$ cat src/rtl/multiphase_clock_controller.sv
// Multiphase clock controller: NPHASE overlapping phase clocks from a prescaled step
// counter, with free-run, finish-on-stop, single-step and N-cycle burst modes.
module multiphase_clock_controller #(
    parameter int NPHASE     = 4,
    parameter int HIGH_STEPS = 2,
    parameter int PRESCALE   = 1,
    parameter int CNT_W      = 16
) (
    input  logic              clk,
    input  logic              rst,
    input  logic              pause,
    input  logic              run_en,
    input  logic              step_req,
    input  logic              burst_start,
    input  logic [CNT_W-1:0]  burst_len,
    output logic [NPHASE-1:0] phase,
    output logic              cycle_done,
    output logic              busy,
    output logic [31:0]       cycle_count
);

    localparam int SW = $clog2(NPHASE);
    localparam int PW = (PRESCALE > 1) ? $clog2(PRESCALE) : 1;

    localparam logic [1:0] IDLE   = 2'd0;
    localparam logic [1:0] RUN    = 2'd1;
    localparam logic [1:0] FINISH = 2'd2;
    localparam logic [1:0] BURST  = 2'd3;

    logic [1:0]       state, state_nxt;
    logic [SW-1:0]    step, step_nxt;
    logic [PW-1:0]    pcnt, pcnt_nxt;
    logic [CNT_W-1:0] remaining, remaining_nxt;
    logic             advancing, tick, wrap;

    function automatic logic [NPHASE-1:0] decode(input logic [SW-1:0] s);
        for (int k = 0; k < NPHASE; k++)
            decode[k] = (((int'(s) - k + NPHASE) % NPHASE) < HIGH_STEPS);
    endfunction

    assign busy      = (state != IDLE);
    assign advancing = busy && !pause;
    assign tick      = advancing && (pcnt == PW'(PRESCALE - 1));
    assign wrap      = tick && (step == SW'(NPHASE - 1));

    always_comb begin
        step_nxt = step;
        if (tick)
            step_nxt = wrap ? '0 : step + SW'(1);
    end

    // NOTE: every signal assigned in always_comb gets a default first, so no path
    // leaves it unassigned and no latch is inferred.
    always_comb begin
        state_nxt     = state;
        remaining_nxt = remaining;
        if (!pause) begin
            case (state)
                IDLE: begin
                    if (run_en) begin
                        state_nxt = RUN;
                    end else if (burst_start && burst_len != '0) begin
                        state_nxt     = BURST;
                        remaining_nxt = burst_len;
                    end else if (step_req) begin
                        state_nxt     = BURST;
                        remaining_nxt = CNT_W'(1);
                    end
                end
                // Stopping exactly on a wrap edge needs no extra cycle to finish.
                RUN:    if (!run_en) state_nxt = wrap ? IDLE : FINISH;
                FINISH: begin
                    if (run_en)    state_nxt = RUN;
                    else if (wrap) state_nxt = IDLE;
                end
                BURST: begin
                    if (run_en) begin
                        state_nxt     = RUN;
                        remaining_nxt = '0;
                    end else if (wrap) begin
                        remaining_nxt = remaining - CNT_W'(1);
                        if (remaining == CNT_W'(1)) state_nxt = IDLE;
                    end
                end
                default: state_nxt = IDLE;
            endcase
        end
    end

    always_comb begin
        pcnt_nxt = pcnt;
        if (state_nxt == IDLE)
            pcnt_nxt = '0;
        else if (advancing)
            pcnt_nxt = tick ? '0 : pcnt + PW'(1);
    end

    // NOTE: sequential state uses non-blocking assignments so every register
    // samples the pre-edge values regardless of statement order.
    always_ff @(posedge clk or posedge rst) begin
        if (rst) begin
            state       <= IDLE;
            step        <= '0;
            pcnt        <= '0;
            remaining   <= '0;
            cycle_done  <= 1'b0;
            cycle_count <= '0;
            phase       <= decode('0);
        end else begin
            state      <= state_nxt;
            step       <= step_nxt;
            pcnt       <= pcnt_nxt;
            remaining  <= remaining_nxt;
            cycle_done <= wrap;
            phase      <= decode(step_nxt);
            if (wrap) cycle_count <= cycle_count + 32'd1;
        end
    end

endmodule

$ cat config.mk
export PLATFORM = sky130hd
export DESIGN_NAME = multiphase_clock_controller
export DESIGN_NICKNAME = d
export VERILOG_FILES = /design/src/rtl/multiphase_clock_controller.sv
export SDC_FILE = /design/constraint.sdc
export NUM_CORES = 1
export LEC_CHECK = 0
export ABC_AREA = 1
export ABC_CLOCK_PERIOD_IN_PS = 5600
export BUFFER_PORTS_ARGS = -buffer_cell sky130_fd_sc_hd__buf_2
export CAP_MARGIN = 20
export CORE_MARGIN = 2
export CORE_UTILIZATION = 45
export DETAILED_ROUTE_END_ITERATION = 7
export PLACE_DENSITY = 0.62
export SLEW_MARGIN = 5
export SYNTH_ARGS = -nofsm -noshare
export SYNTH_HDL_FRONTEND = slang
export SYNTH_SLANG_ARGS = --single-unit
export TNS_END_PERCENT = 1
$ cat constraint.sdc
create_clock -name clk -period 5.6 [get_ports clk]
set_clock_uncertainty 0.15 [all_clocks]
set_input_delay 1.68 -clock clk [delete_from_list [all_inputs] [get_ports clk]]
set_output_delay 1.68 -clock clk [all_outputs]
set_load 0.02 [all_outputs]
# Yosys cells after proc, flatten, opt, wreduce, memory -nomap -nowiden
# Cells that the tools add are included.
# Widths: inputs -> output; s select.
[word_totals] ff_bits=58 inputBits=22 output_inout_bits=38 elab_cells=75
[classes] add_sub_neg=11 n_lt_le_gt_ge=4 n_eq_ne=8 mux=23 n_bitwise=6 n_reduce_logical=16
[ops] operator="$mux 16" count=5
[ops] operator="$add 32x1->32 const B" count=1
[ops] operator="$pmux 16 s2" count=1
[ops] operator="$mux 2" count=13
[ops] operator="$eq 16x1->1 const B" count=1
[ops] operator="$reduce_bool 16->1" count=1
[ops] operator="$sub 16x1->16 const B" count=1
[ops] operator="$add 3x4->5 const B" count=3
[ops] operator="$lt 3x3->1 const B" count=4
[ops] operator="$pmux 2 s4" count=1
[ops] operator="$reduce_or 2->1" count=4
[ops] operator="$eq 2x2->1 const B" count=3
[ops] operator="$ne 3x3->1 const B" count=2
[ops] operator="$reduce_bool 2->1" count=3
[ops] operator="$sub 2x2->3 const B" count=2
[ops] operator="$reduce_and 5->1" count=1
[ops] operator="$add 2x1->2 const B" count=2
[ops] operator="$logic_and 1x1->1" count=4
[ops] operator="$logic_not 2->1" count=2
[ops] operator="$and 1x1->1" count=3
[ops] operator="$mux 1" count=3
[ops] operator="$sub 2x1->3 const B" count=1
[ops] operator="$eq 2x1->1 const B" count=1
[ops] operator="$ne 2x2->1 const B" count=1
[ops] operator="other kinds (4)" count=5

# Logic depth before layout (Yosys ltp)
# Gate-level depths: netlist of run 1.
[logic_depth] depth_word=11 depth_mapped=14 ltp_nobuf=14

# Worst setup path before layout of run 1
# OpenSTA, ideal clock, no wires.
[synth_path] path_kind="in2reg" from="input port pause" to="register remaining[4]" setup_time_ps=121 t_arrival_ps=2798 t_required_ps=5329 setup_slack_ps=2532 path_stages=9 path_buffers=1 path_cell_list="nor2_2 -> nand2_2 -> inv_2 -> nand2_4 -> a211oi_4 -> nand2_4 -> buf_6 -> nor2_2 -> a21oi_2"
[synth_via] elab_chain_len=6 word_cells_on_any_way=7 classes_between="eq/ne: 1; bitwise: 1; reduce/logical: 5"
[synth_lines] element="start: declaration" line_no="11" text="input logic pause,"
[synth_lines] element="$logic_not 1->1"
[synth_lines] element="$logic_and 1x1->1" line_no="42" text="assign advancing = busy && !pause;"
[synth_lines] element="$logic_and 1x1->1" line_no="43" text="assign tick = advancing && (pcnt == PW'(PRESCALE - 1));"
[synth_lines] element="$logic_and 1x1->1" line_no="44" text="assign wrap = tick && (step == SW'(NPHASE - 1));"
[synth_lines] element="$ne 3x3->1 (no source line)"
[synth_lines] element="$reduce_and 5->1 (no source line) *"
[synth_lines] element="end signal: assignment" line_no="113" text="remaining <= remaining_nxt;"
[synth_lines] element="end: declaration" line_no="33" text="logic [CNT_W-1:0] remaining, remaining_nxt;"
# Mark *: on every way between the ends. The rest lies on a longest branch, timed or not.
# A chain may end at the register's enable or synchronous reset.

# Worst setup path after layout of run 1
[layout_path] from="input port pause" to="register cycle_count[30]"
[layout_via] elab_chain_len=4
[layout_lines] element="$logic_not 1->1"
[layout_lines] element="$logic_and 1x1->1" line_no="42"
[layout_lines] element="$logic_and 1x1->1" line_no="43"
[layout_lines] element="$logic_and 1x1->1" line_no="44"
[layout_lines] element="end signal: assignment" line_no="116" text="if (wrap) cycle_count <= cycle_count + 32'd1;"
[layout_lines] element="end: declaration" line_no="19" text="output logic [31:0] cycle_count"
# Every way passes these cells.

==> results of run 1 <==
==> worst max-delay path: cells and delay by family <==
| kind | cells | cell delay, ns |
|---|---|---|
| and+or+nand+nor | 10 | 1.51 |
| buffers and inverters | 3 | 0.37 |
==> cell usage in the layout, fill, tap and decap left out, types with 6 or more instances in the layout <==
cell / netlist / layout
o21ai_0: 18 / 18
nor2_2: 8 / 8
nor3_1: 6 / 6
buf_2: 0 / 59
nand4_1: 9 / 9
nand3_1: 30 / 30
xnor2_1: 9 / 9
ha_1: 8 / 8
xor2_1: 19 / 19
nand2_1: 117 / 117
a21oi_1: 11 / 11
clkbuf_8: 0 / 11
dfrtp_1: 55 / 55
a21oi_2: 8 / 8
inv_1: 48 / 47
nor2_1: 66 / 66
==> registers in the layout, indices dropped and copies added, names as in the netlist <==
signal and cells:
cycle_count 32, remaining 16, phase 4, state 2
cycle_done 1, pcnt 1, step 1
==> worst max path at each step <==
stage,slack (ns),depth (start not counted),from,endpoint
after global routing,1.80,13,pause,cycle_count[30]
after floorplan,2.37,1,rst,cycle_count[0]
after CTS,2.12,13,pause,cycle_count[30]
after global placement,1.88,13,pause,cycle_count[30]
after detailed placement,1.76,13,pause,cycle_count[30]
final,2.12,13,pause,cycle_count[30]
==> routing by layer <==
layer  part of all wire  routed length, um
met5                  0                  0
met2               0.46               3630
met4              0.014                110
met1               0.49               3840
met3              0.043                337
==> final cells by class <==
| class | instances | area [um2] |
|---|---|---|
| clock buffer | 14 | 163 |
| clock inverter | 2 | 12.5 |
| fill | 724 | 3340 |
| inverter | 49 | 184 |
| multi-input combinational | 338 | 1770 |
| sequential | 57 | 1430 |
| tap | 99 | 124 |
| timing repair buffer | 60 | 303 |
==> power breakdown <==
group / switching [mW] / total [mW] / internal [mW]
Combinational: 0.385 / 0.587 / 0.202
Clock: 0.164 / 0.349 / 0.185
Sequential: 0.0974 / 0.612 / 0.515
Total: 0.646 / 1.55 / 0.901
==> cell families after synthesis <==
group,count (synthesis),share of synthesized area
AND/OR/NAND/NOR,251,0.319
flip-flops,57,0.416
buffers and inverters,55,0.0667
AO/OA/AOI/OAI,51,0.0974
XOR/XNOR,28,0.0715
adder cells (fa/ha/maj),8,0.0292
==> metrics list, run 1 <==
- Yosys printed 0 warnings.
- Mean post-synth cell area: approximately 7.6 um2
* Kind of end point of the critical path: flip-flop
- The routed design could run at a clock period as short as 3.48 ns.
- The netlist uses 36 different library cells.
- Power per unit of standard cell area: ~390 mW/mm2
- For the pin with the worst max-slew slack, the measured transition is around 0.87 ns.
* Relative slew margins: 0.415
- Along the worst path, the maximum fanout reaches 12.
- Number of instances in the placed design: 603
- The min-delay analysis places its worst path in the category reg2reg.
* TritonRoute pass-1 iters: 4
- Die extent in y: between 90 and 100 um
* Total power consumption of the routed design: approximately 1.5 mW
- By instance count, the leading cell after synthesis is nand2_1.
* Count of endpoints failing setup in the final report: 0
- Leaving out filler cells and counting taps, the final layout contains roughly 620.
* Global route total overflow: 0
- In the routed design, unresolved DRC markers number 0.
* Clock sink count: between 50 and 60
- Top cells by area, synth: dfrtp_1 40%, nand2_1 13%, nor2_1 7.2%
- Final worst-path setup slack: 2.12 ns
- Area Growth Syn to Fin: 16.2%
* Critical path data required time: approximately 5.7 ns
* Antenna-violating nets left: 0
* Total of hold buffers inserted after clock tree synthesis: 0
- Number of global-route vias before repair: between 2000 and 3000
- Entering global routing, the biggest net connects a little under 60 pins.
* Register area share after synthesis: 0.416
* First-pass GRT wire length: roughly 14000 um
- Peak-usage layer in the global routing report: met2
- Met3 capacity usage during global routing: 0.0282
- The worst hold path begins at cycle_count[31].
- Maximum Capacitance Violations: 0
- Once the clock tree was built, the resizer swapped 0 gates to a different size.
* Primary FF master, synth: dfrtp_1
* Worst R2R Path Depth: 14
- Final core utilization: 0.544
- Counting instances, the worst hold path has a depth of 1.
* Post-synth EDFFs: 0
- The setup check on the worst reg-to-reg path leaves a slack of between 2 and 3 ns.
- In the global route stage, met2 resource usage came out at 0.323.
- Num rows: 31
- The floorplan step set the die width to a little over 90 um.
* Cells traversed along the worst timing path: buf_2, nor2_2, nand2_2, nor2_2, nand4_1, nor2_1, nand2_1, inv_1, nand2_2, inv_1, nand2_1, nand2_1, nand2_1
- The die covers between 0.008 and 0.009 mm2.
* Critical Setup Path Class: in2reg
* Setup repair after global routing missed its margin: false
* I/O pin count: 60
* Count of input and output buffers: slightly below 60
* Summed negative setup slack over all endpoints: 0 ns
* Fin. max-slew vios: 0
- Overall routing resource usage: 0.202
- In this design, the stage delay of the slowest critical-path cell is between 0.4 and 0.5 ns.
- Cell chosen for the clock root: clkbuf_8
- In this run the cell area measured after placement is 0.00381 mm2.
- Using the TritonRoute via totals, the vias-per-cell ratio works out to 4.98.
* Share of the clock period used by the worst path after layout: 0.622
- At the end of routability-driven placement, the weighted congestion stood at between 0.8 and 0.9.
* Latest clock arrival within the worst-skew pair: ~0.34 ns
* Outcome: finished, final reports clean
* Hold Fails Final Rpt: 0
* Deepest level of the CTS H-tree: 3
* Hold path endpoint: cycle_count[31]
* Met1 capacity usage during global routing: 0.279
- R2r endpoint: cycle_count[30]
- Before CTS, the worst setup slack after placement is ~1.8 ns.
- Wirelength per Cell: about 13 um
* Initial core utilization: 0.468
- dfrtp_1 takes more of the synthesized area than any other cell.
- For this run, the top clock speed supported by timing is between 200 and 300 MHz.
* Cells after Synth: 450
* Area of all placed cells without fillers: between 0.003 and 0.004 mm2
- Post-synth net total: 480
- Maximum clock insertion buffer count: 2
* Share of flip-flops with an asynchronous set or reset: 1.00
- Most used cell along the critical path: nand2_1
* Most frequent cells after synthesis: 117 x nand2_1, 66 x nor2_1, 55 x dfrtp_1
- TritonCTS built the clock tree.
- TritonCTS Buffers: 9
- Half-perimeter wire length of the detailed placement result: between 5000 and 6000 um
- Number of antenna violations at the first check in global routing: 0
- The synthesized netlist occupies a cell area of approximately 0.0034 mm2.
- VDD sags by at most roughly 0.25 mV.
* Number of register bits inferred by synthesis: 57
- The worst setup path is launched from a primary input.
- Summed over all cells, the static leakage comes to 2.12 nW.
- Data arrival time of the worst path: 3.56 ns
* Total detailed-routing wirelength: 7920 um
* Clock Pin Slew Worst Setup and Hold Paths: approximately 0.07 ns
- Final-stage net count: about 550
* Fraction of layout cells with a size suffix above 1: 0.202
- Synth top area share: 0.401
- Post-CTS setup buffers: 0
- The tightest hold path in the finished design has a slack of just over 0.3 ns.
- The detailed router placed roughly 3000 vias in this run.
- Floorplan core area: 0.00733 mm2
- Number of violations reported at the end of detailed-routing iteration 0: between 100 and 150
- Cell with the biggest individual delay on the critical path: nor2_2
* Launch point of the worst reg-to-reg path: state[0]
* Antenna diode count: 0
No activity file was read; power rests on OpenSTA's default activity.
==> run 2, diff against run 1 <==
Settings changed: ABC_CLOCK_PERIOD_IN_PS 5600 to 3400.
Clock period 5.6 ns to 3.4 ns, I/O delays scaled along.
==> metrics list, run 2 (same netlist as run 1, synthesis figures left out) <==
* Outcome: finished, final reports clean
- The met1 layer usage reported by global route was 0.290 (+0.0117).
- Wirelength per Cell: 12.8 um (about the same)
- Antenna diode count: 0 (unchanged)
* Power per unit of standard cell area: 650 mW/mm2 (+67%)
- The global-route usage over all layers came to 0.207 (+0.00460).
* I/O pin count: 60 (unchanged)
- Antenna-violating nets left: 0 (unchanged)
- Summed negative setup slack over all endpoints: 0 ns (unchanged)
* Die ar.: 0.00834 mm2 (unchanged)
- Share of power burned in combinational logic: 0.372 (-0.007)
* Cell Int Power: 1.54 mW (+71%)
* Kind of end point of the critical path: flip-flop
* Cell with the biggest individual delay on the critical path: a211oi_4
- Die width: 91.3 um (unchanged)
- The switching power of the nets came to 1.08 mW (+66%).
* Critical path's largest stage delay: 0.40 ns (about the same)
- Largest fanout on the critical path: 26 (+14)
* Most used cell along the critical path: nand2_4
- The aggregate global routing overflow was 0 (unchanged).
- Non-filler cells, final: 622 (+0.48%)
- The number of global-route vias before repair was 2928 (-0.34%).
- Timing would allow up to 383 MHz.
- The reported max-cap violation count is 0 (unchanged).
* Least-Margin Pin Slew: 0.507 ns (-0.368 ns)
* Total of hold buffers inserted after clock tree synthesis: 0 (unchanged)
- Among cell families on the critical path, the largest total delay comes from simple AND/OR/NAND/NOR gates.
- The arrival time at the worst endpoint came to 2.67 ns (-0.89 ns).
- Hold Fails Final Rpt: 0 (unchanged)
- Biggest register: cycle_count
- Count of endpoints failing setup in the final report: 0 (unchanged)
- The library cell used most frequently in the layout, excluding fill and tap cells, is nand2_1.
- The placed wire-length estimate was 6030 um (+3.5%).
* Setup repair after global routing missed its margin: false
* Critical path buffer and inverter count: 2 (-1)
- Worst-case register-to-register setup slack: 0.80 ns (-1.97 ns)
- Share of the clock period used by the worst path after layout: 0.767
* Critical path data required time: 3.47 ns (-2.21 ns)
* Initial core utilization: 0.468 (unchanged)
- The detailed-routing iteration count for the pre-antenna-repair pass came to 4 (unchanged).
- The routability congestion estimate was 0.855 (+1.2%).
- The switching share of total power came to 0.410 (-0.00718).
* Number of antenna violations at the first check in global routing: 0 (unchanged)
* Fraction of layout cells with a size suffix above 1: 0.210 (+0.00840)
* Relative slew margins: 0.662 (+0.247)
- The instance count after placement with tap cells included came to 606 (+0.50%).
- Type of the worst min-delay path: reg2reg
- The clock latency at the later pin of the worst-skew pair came to 0.34 ns (about the same).
- Met2 Usage GRT: 0.318 (-0.00494)
- The post-CTS setup repair buffer count came to 0 (unchanged).
- The number of DRC violations after detailed routing is 0 (unchanged).
* Pin count of the biggest net entering global routing: 27 (-53%)
* Peak-usage layer in the global routing report: met2
- The detail-routed via count per cell was 4.98 (about the same).
- The clock edge transition at the registers on the reported setup and hold paths came to 0.06 ns (about the same).
* Vias after detailed routing: 3098 (+0.52%)
- Highest-count cells in the layout ignoring fill and taps: 117 x nand2_1, 66 x nor2_1, 59 x buf_2
- Shortest period the worst path allows: roughly 2.6 ns
- The number of buffers added by the clock tree synthesis step was 9 (unchanged).
- The share of total power in sequential cells came to 0.383 (-0.013).
* Num rows: 31 (unchanged)
- Maximum clock insertion buffer count: 2 (unchanged)
- Final-stage net count: 548 (+0.55%)
* Met3 capacity usage during global routing: 0.0440 (+0.0158)
- CTS tree: built
- Total detailed-routing wirelength: 7960 um (+0.57%)
- Top flop regs: cycle_count: 32 flops, remaining: 16 flops, phase: 4 flops
* Post-cts gate resize count: 0 (unchanged)
* Area Growth Syn to Fin: 17.5%
- The clock net sink count came to 57 (unchanged).
* Floorplan core area: 0.00733 mm2 (unchanged)
- The number of inserted filler cells in the final layout was 733 (+1.2%).
* Max FFs per register: 32 (unchanged)
* Maximum VDD drop: 0.398 mV (+61%)
- By startpoint and endpoint, the worst setup path is classified as in2reg.
- The number of buffer cells added on primary ports was 59 (unchanged).
- Share of total power in the clock network: 0.244 (+0.019)
* Cells traversed along the worst timing path: buf_2, nor2_2, nand2_2, inv_2, nand2_4, a211oi_4, nand2_4, o21ai_0, nand2_1
* Critical Path Source Type: primary input
* Die extent in y: 91.3 um (unchanged)
- Cell chosen for the clock root: clkbuf_8
- The iteration-0 DRC count of the detailed router is 128 (+3.2%).
- The static leakage is 2.15 nW (+1.3%).
* First-pass GRT wire length: 13900 um (+0.91%)
- The total count of max-transition violations in the final report was 0 (unchanged).
* Deepest level of the CTS H-tree: 3 (unchanged)
==> run 2: metrics by stage <==
stage | util | power, mW | instance area [um2] | setup WS (ns) | hold slack, ns
after detailed placement | 0.523 | 1.99 | 3830 | 0.467 | 0.312
after global routing | 0.550 | 2.83 | 4030 | 0.554 | 0.341
after global placement | 0.523 | 1.97 | 3830 | 0.534 | 0.305
final | 0.550 | 2.62 | 4030 | 0.792 | 0.318
after CTS | 0.550 | 2.64 | 4030 | 0.818 | 0.320
after floorplan | - | 1.77 | 3430 | 0.834 | 0.338
==> run 2: area by class of cell <==
cell class                      count  area (um2)  share of cell area
Clock inverter                      5        56.3              0.0140
Clock buffer                       11         141              0.0351
Sequential cell                    57        1430               0.354
Tap cell                           99         124              0.0307
Timing Repair Buffer               63         325              0.0807
Multi-Input combinational cell    338        1770               0.440
Inverter                           49         184              0.0456
==> run 2: final timing paths <==
path | from | endpoint | depth (start not counted)
worst max-delay path | pause | remaining[10] | 9
worst min-delay path | cycle_count[31] | cycle_count[31] | 1
worst max register to register | state[0] | remaining[10] | 10
worst min register to register | cycle_count[31] | cycle_count[31] | 1
max in group asynchronous | rst | phase[3] | 3
min in group asynchronous | rst | cycle_count[31] | 2
==> run 2: power groups by stage <==
stage / Clock, mW / Sequential (mW) / Combinational [mW]
2_1_floorplan: 0 / 1.04 / 0.734
3_3_place_gp: 0 / 1.01 / 0.957
3_5_place_dp: 0 / 1.01 / 0.977
4_1_cts: 0.657 / 1.00 / 0.981
5_1_grt: 0.693 / 1.03 / 1.10
6_report: 0.641 / 1.00 / 0.975
==> run 2: per-layer routing <==
metal  wire [um]  vias up
li1            -     1575
met4          97        0
met1        3870     1439
met3         368       10
met5           0        -
met2        3630       74
